[config.mk]
export PLATFORM = sky130hd
export DESIGN_NAME = clock_div_detector
export DESIGN_NICKNAME = d
export VERILOG_FILES = /design/src/rtl/clock_div_detector.sv
export SDC_FILE = /design/constraint.sdc
export NUM_CORES = 1
export LEC_CHECK = 0
export CORE_ASPECT_RATIO = 1.2
export CORE_UTILIZATION = 45
export DETAILED_ROUTE_END_ITERATION = 6
export PLACE_DENSITY = 0.63
export SLEW_MARGIN = 30
export SYNTH_ARGS = -nofsm -noshare
export SYNTH_HDL_FRONTEND = slang
export SYNTH_SLANG_ARGS = --single-unit
[constraint.sdc]
create_clock -name clk -period 6.82 [get_ports clk]
set_clock_uncertainty 0.05 [all_clocks]
set_input_delay 1.705 -clock clk [delete_from_list [all_inputs] [get_ports clk]]
set_output_delay 1.705 -clock clk [all_outputs]
set_load 0.05 [all_outputs]
[src/rtl/clock_div_detector.sv]
// Measures the clk-cycle period between tick_in rises and decodes it to a power-of-two divide exponent, with lock/err/timeout status.
// Latency: a rise sampled at edge t updates period_out/valid at edge t (+2 cycles with CLK_DIV_DETECT_SYNC_EN for the synchroniser).
// Backpressure: none; the block free-runs on every clk and valid is a single-cycle pulse with no ready handshake.
module clock_div_detector #(
  parameter int CLK_DIV_SIZE = 3,
  parameter int CNT_WIDTH    = 2**CLK_DIV_SIZE + 1,
  parameter int LOCK_COUNT   = 2
) (
  input  logic                    clk,
  input  logic                    rst_n,
  input  logic                    en,
  input  logic                    tick_in,
  output logic [CNT_WIDTH-1:0]    period_out,
  output logic [CLK_DIV_SIZE-1:0] div_out,
  output logic                    valid,
  output logic                    locked,
  output logic                    err,
  output logic                    timeout
);

  localparam int DIV_MAX = 2**CLK_DIV_SIZE - 1;
  localparam logic [CNT_WIDTH-1:0] CNT_MAX = '1;

  typedef enum logic [1:0] {S_IDLE, S_ARM, S_MEASURE, S_LOCKED} state_t;

  state_t                  state;
  logic [CNT_WIDTH-1:0]    cnt;
  logic [3:0]              match_cnt;
  logic                    tick_s;
  logic                    tick_q;
  logic                    rise;
  logic                    pow2;
  logic [CLK_DIV_SIZE-1:0] dec_k;
  logic                    same;
  logic [3:0]              match_inc;
  logic [3:0]              match_nxt;

`ifdef CLK_DIV_DETECT_SYNC_EN
  logic [1:0] sync_q;
  always_ff @(posedge clk or negedge rst_n) begin
    if (!rst_n) sync_q <= '0;
    else        sync_q <= {sync_q[0], tick_in};
  end
  assign tick_s = sync_q[1];
`else
  assign tick_s = tick_in;
`endif

  assign rise = tick_s & ~tick_q;

  // Exact-match decode: only 2**k with k in 0..DIV_MAX is a legal period.
  always_comb begin
    pow2  = 1'b0;
    dec_k = '0;
    for (int k = 0; k <= DIV_MAX; k++) begin
      if (cnt == (CNT_WIDTH'(1) << k)) begin
        pow2  = 1'b1;
        dec_k = CLK_DIV_SIZE'(k);
      end
    end
  end

  // A zero match count means no valid reference period yet.
  assign same      = (match_cnt != 4'd0) && (cnt == period_out);
  assign match_inc = (match_cnt == 4'hF) ? match_cnt : match_cnt + 4'd1;
  assign match_nxt = same ? match_inc : 4'd1;

  always_ff @(posedge clk or negedge rst_n) begin
    if (!rst_n) begin
      state      <= S_IDLE;
      cnt        <= '0;
      match_cnt  <= '0;
      tick_q     <= 1'b0;
      period_out <= '0;
      div_out    <= '0;
      valid      <= 1'b0;
      locked     <= 1'b0;
      err        <= 1'b0;
      timeout    <= 1'b0;
    end else begin
      tick_q <= tick_s;
      valid  <= 1'b0;
      if (!en) begin
        state     <= S_IDLE;
        cnt       <= '0;
        match_cnt <= '0;
        locked    <= 1'b0;
        err       <= 1'b0;
        timeout   <= 1'b0;
      end else begin
        case (state)
          S_IDLE: begin
            state <= S_ARM;
          end
          default: begin
            if (rise) begin
              cnt     <= CNT_WIDTH'(1);
              timeout <= 1'b0;
              if (state == S_ARM) begin
                state     <= S_MEASURE;
                match_cnt <= '0;
              end else begin
                period_out <= cnt;
                valid      <= 1'b1;
                if (pow2) begin
                  div_out   <= dec_k;
                  err       <= 1'b0;
                  match_cnt <= match_nxt;
                  if (match_nxt >= 4'(LOCK_COUNT)) begin
                    state  <= S_LOCKED;
                    locked <= 1'b1;
                  end else begin
                    state  <= S_MEASURE;
                    locked <= 1'b0;
                  end
                end else begin
                  err       <= 1'b1;
                  match_cnt <= '0;
                  state     <= S_MEASURE;
                  locked    <= 1'b0;
                end
              end
            end else if (cnt == CNT_MAX) begin
              // Saturated with no rise: abandon the measurement and re-arm.
              timeout   <= 1'b1;
              locked    <= 1'b0;
              match_cnt <= '0;
              state     <= S_ARM;
            end else begin
              cnt <= cnt + CNT_WIDTH'(1);
            end
          end
        endcase
      end
    end
  end

endmodule

# Word level (Yosys, flattened, before mapping)
# Index checks and enable logic that the tools add are counted.
[classes] add_sub_neg=2 order_cmp=1 eq_ne=19 muxes=54 bitwise=4 reduce_logical=9
[op_table] cell="9-bit two-way mux" count=4
[op_table] cell="4-bit two-way mux" count=8
[op_table] cell="1-bit two-way mux" count=30
[op_table] cell="3-bit two-way mux" count=6
[op_table] cell="2-bit two-way mux" count=6
[op_table] cell="9-bit by 1-bit adder with 9-bit output, second input constant" count=1
[op_table] cell="9-bit by 1-bit equality test with 1-bit output, second input constant" count=1
[op_table] cell="9-bit by 2-bit equality test with 1-bit output, second input constant" count=1
[op_table] cell="9-bit by 3-bit equality test with 1-bit output, second input constant" count=1
[op_table] cell="9-bit by 4-bit equality test with 1-bit output, second input constant" count=1
[op_table] cell="9-bit by 5-bit equality test with 1-bit output, second input constant" count=1
[op_table] cell="9-bit by 6-bit equality test with 1-bit output, second input constant" count=1
[op_table] cell="9-bit by 7-bit equality test with 1-bit output, second input constant" count=1
[op_table] cell="9-bit by 8-bit equality test with 1-bit output, second input constant" count=1
[op_table] cell="9-bit equality test" count=1
[op_table] cell="9-bit equality test, second input constant" count=1
[op_table] cell="3-bit inequality test, second input constant" count=2
[op_table] cell="3-bit AND reduction" count=2
[op_table] cell="5-bit AND reduction" count=1
[op_table] cell="4-bit by 1-bit adder with 4-bit output, second input constant" count=1
[op_table] cell="4-bit equality test, second input constant" count=1
[op_table] cell="4-bit by 2-bit greater-or-equal comparator with 1-bit output, second input constant" count=1
[op_table] cell="2-bit inequality test, second input constant" count=2
[op_table] cell="4-bit by 1-bit inequality test with 1-bit output, second input constant" count=1
[op_table] cell="other kinds (10)" count=13
[totals] regBits=32 out_inout_bits=16 elab_cells=99

# Longest topological paths before layout
[logic_depth] depth_word=14 mapped_depth=10

# Worst setup path before layout
# No wires, ideal clock.
[synth_path] path_type="input to register" from="input en" to="register div_out[1]" setup_ps=125 arrival_ps=3026 required_time_ps=6645 setup_slack_ps=3619 stages=5 n_path_buf=1 cell_sequence="clkbuf_1 nand4b_2 or2_2 o32ai_4 mux2_2"
[synth_between] elab_chain_len=1
[synth_lines] element="start: declaration" line="11" source="input logic en,"
[synth_lines] element="5-bit AND reduction (no line)"
[synth_lines] element="end signal: assignment" line="106" source="div_out <= dec_k;"
[synth_lines] element="end: declaration" line="14" source="output logic [CLK_DIV_SIZE-1:0] div_out,"
# No other way between the ends.
# A chain may end at the register's enable or synchronous reset.

# Final worst setup path
# Ends and elaborated chain as after synthesis.

==> run summary <==
The final hold slack came out at around 0.46 ns. The total inserted antenna cells came out at 0. The average cell area after synthesis came out at 9.14 um^2. The initial antenna violation count is 0. The number of top-level pins came out at 20.

The buffer type at the clock tree root is clkbuf_8. The number of iterations in the first detailed-routing pass came out at 4. The layout-stage area growth over the synthesis result is 15.5%. The final worst-path cycle share came out at 58.2%. The max-slew violation total from the final report is 0. The count of clock tree sinks is 32. The most used flip-flop cell after synthesis is dfrtp_1. VDD sags by at most 0.0000885 V.

The overall die area came out at 0.00451 mm^2. Gates resized during post-CTS repair numbered 0. The net total in the final layout is around 240. The worst hold path begins at div_out[2]. The detailed router used layers up to and including met4. The data required time at the worst endpoint is between 6 and 7 ns. The critical path arrival came out at about 4.1 ns. The number of buffers inserted for hold repair after clock tree synthesis came out at 0. The initial utilization of the core area, before any placement, comes to a little under half. The element type at the critical path end is a flip-flop. The post-route minimum period is 3.97 ns. The startpoint of the lowest-slack register-to-register path is cnt[0].

The floorplan row count came out at 25. The number of instances in the synthesized netlist came out at between 200 and 250. Of all nets on the critical path, the largest fanout is 17. The number of unique standard cell types used by synthesis is 48. After detailed routing, the met2 layer carries roughly 2.0 mm of wire. For the pin with the worst max-slew slack, the measured transition is around 0.72 ns. The worst register-to-register path has a depth of 6. The number of DRC markers in iteration 0 is 91. The combined global-route utilization of all metal layers is a little over a fifth. The final global-route overflow total came out at 0. The path with the worst hold slack has its endpoint at div_out[2]. After synthesis the netlist holds a flip-flop and latch count of 32. Among all cell types in the netlist, the one instantiated most often is nand2_1.

The maximum number of pins on one net before global-route repair is 33. The critical path buffer and inverter count is 1. The worst pin sits at a relative slew slack of about 52%.

In this design, the largest share of critical-path delay is due to simple AND/OR/NAND/NOR gates. The slowest stage of the critical path is the clkdlybuf4s50_1 cell. The number of buffers inserted by port buffering came out at 19. The wire length of the first global-routing pass came out at just over 7 mm. The number of global-route vias before repair is about 1500.

Of the synthesized area, sequential elements account for approximately two fifths. The met3 wirelength from detailed routing is roughly 120 um. In this run the critical register-to-register path is captured at div_out[1]. The floorplan step defined a core boundary enclosing 0.00400 mm^2. Adding up every negative setup slack in the final design gives 0 ns. The half-perimeter wire length after placement is between 2 and 3 mm.

The final setup violation count is 0. The leakage power is 0.000937 uW. On the worst path, the slowest cell contributes a delay of ~0.79 ns. The number of hold violations in the final report is 0. The number of fill cells in the layout came out at 383. The deepest level of the CTS H-tree is 2. TritonCTS built the clock tree.

Counting flops with a built-in enable in the synthesized netlist gives 0. Counting instances in the post-synthesis netlist gives the leading cell types as nand2_1 (36), dfrtp_1 (32), nor2_1 (16), xnor2_1 (14), o21ai_0 (9). The tightest min-delay check is of the reg -> reg type.

The fraction of post-synthesis cell area in the top cell type by area is 41.9%. The proportion of synthesized flip-flops having asynchronous set or reset is 100%. TritonCTS created 5 clock buffers.

The Yosys warning count is 0. The maximum operating frequency came out at around 250 MHz. Clock-pin slew was measured on the worst setup and hold paths at around 0.060 ns. The share of layout cells above drive strength 1 came out at under 10%. The net count of the mapped netlist is 220. The worst setup path is of the in -> reg kind. The critical path goes through clkdlybuf4s50_1 > nand4b_2 > or2_2 > o32ai_4 > mux2_2. The cell type with the largest total area after synthesis is dfrtp_1.

The total standard cell area after synthesis is ~0.0019 mm^2. The via count came out at 1518. Using the TritonRoute via totals, the vias-per-cell ratio works out to 5.42. The weighted congestion at the end of routability-driven global placement came out at around 0.85.

The wire length the detailed router placed on met1 is 1.91 mm. Setup repair after global routing left no endpoint under its margin. The worst hold path depth came out at 2. Counting along the longest clock path gives a buffer depth of 2. The reg2reg setup slack came out at 4.34 ns. For this design the ratio of total power to cell area is between 150 and 200 mW/mm^2. The total DRC errors in the routed layout came out at 0.

Once detail routing completed, the nets flagged for antenna violations numbered 0. The wire length after detailed routing is between 4 and 5 mm. After synthesis, the cell types taking the most area are dfrtp_1 (42%), nand2_1 (7.1%), xnor2_1 (6.4%), ha_1 (4.6%), nor2_1 (3.1%).

The average wire per cell in the routed design came out at ~15 um. The horizontal die dimension is 61.5 um. Once the clock tree was built, the setup fixing pass inserted 0 buffers. The number of violations of the max-capacitance limit came out at 0. Measured along the y axis, the die boundary spans approximately 73 um. The flow ran to the end, and the final reports show no timing, DRC or antenna violations. STA classifies the critical path startpoint as an input pin.

The later-pin clock latency in the skew report came out at between 0.2 and 0.3 ns.
## logic make-up after synthesis
logic type / synth area share, %
xor gates and xnor gates: 7.33
adders and majority gates: 4.58
buffers and inverters: 4.45
DFF: 41.9
AOI/OAI and AO/OA: 17.2
and+or+nand+nor: 23.9
muxes: 0.589
## routing by layer
metal,GRT usage [%],vias to the layer above
met5,0,-
met4,10.4,0
met3,5.28,9
met2,34.4,32
met1,27.3,720
li1,-,757
## flip-flops by register name, indices dropped and copies added (netlist names)
signal,cells
valid,1
div_out,3
match_cnt,4
state,2
tick_q,1
period_out,9
err,1
timeout,1
locked,1
cnt,9
## per-stage QoR
stage               std cells  worst slack [ns]  total power (uW)  util, %  instance area [um^2]
finish                    280              2.85               400     55.1                  2210
detailed placement        272              2.56               254     52.9                  2120
floorplan                 209              3.62               236        -                  1910
global route              280              2.68               419     55.1                  2210
global placement          272              2.63               252     52.9                  2120
CTS                       280              2.87               405     55.1                  2210
## where the power goes
group	switching, uW	internal, uW
combinational	33.1	18.0
sequential	5.65	194
clock	67.5	82.2
total	106	294
## worst max path at each step
stage          from          to  slack (ns)  cells past startpoint
6_report         en  div_out[1]        2.85                      5
2_1_floorplan    en  div_out[1]        3.62                      5
4_1_cts          en  div_out[1]        2.87                      5
5_1_grt          en  div_out[1]        2.68                      5
3_5_place_dp     en  div_out[1]        2.56                      5
3_3_place_gp     en  div_out[1]        2.63                      5
## cell usage in the layout, fill, tap and decap left out, types with 3 or more instances in the layout
cell,n
nand2_1,36
dfrtp_1,32
clkdlybuf4s50_1,19
nor2_1,16
xnor2_1,14
o21ai_0,9
a21oi_1,8
nand3_1,7
inv_1,7
ha_1,7
nor2b_1,6
clkbuf_8,6
a211oi_1,5
a22oi_1,4
nand2b_1,3
nand4_1,3
## worst reg2reg max path: stages (launching register included)
cell	delay, ns
dfrtp_1	0.46
inv_1	0.17
ha_1	0.27
or4b_1	0.52
or2_2	0.33
o32ai_4	0.19
mux2_2	0.38
## final cells by class
type,instances,area (um^2),share of cell area [%]
multi-input cells,159,1020,46.4
flip-flops and latches,32,801,36.3
repair buffers,20,198,8.96
clock buffers,8,90.1,4.08
well taps,54,67.6,3.06
inverters,7,26.3,1.19
Power figures use the tool's default switching activity.
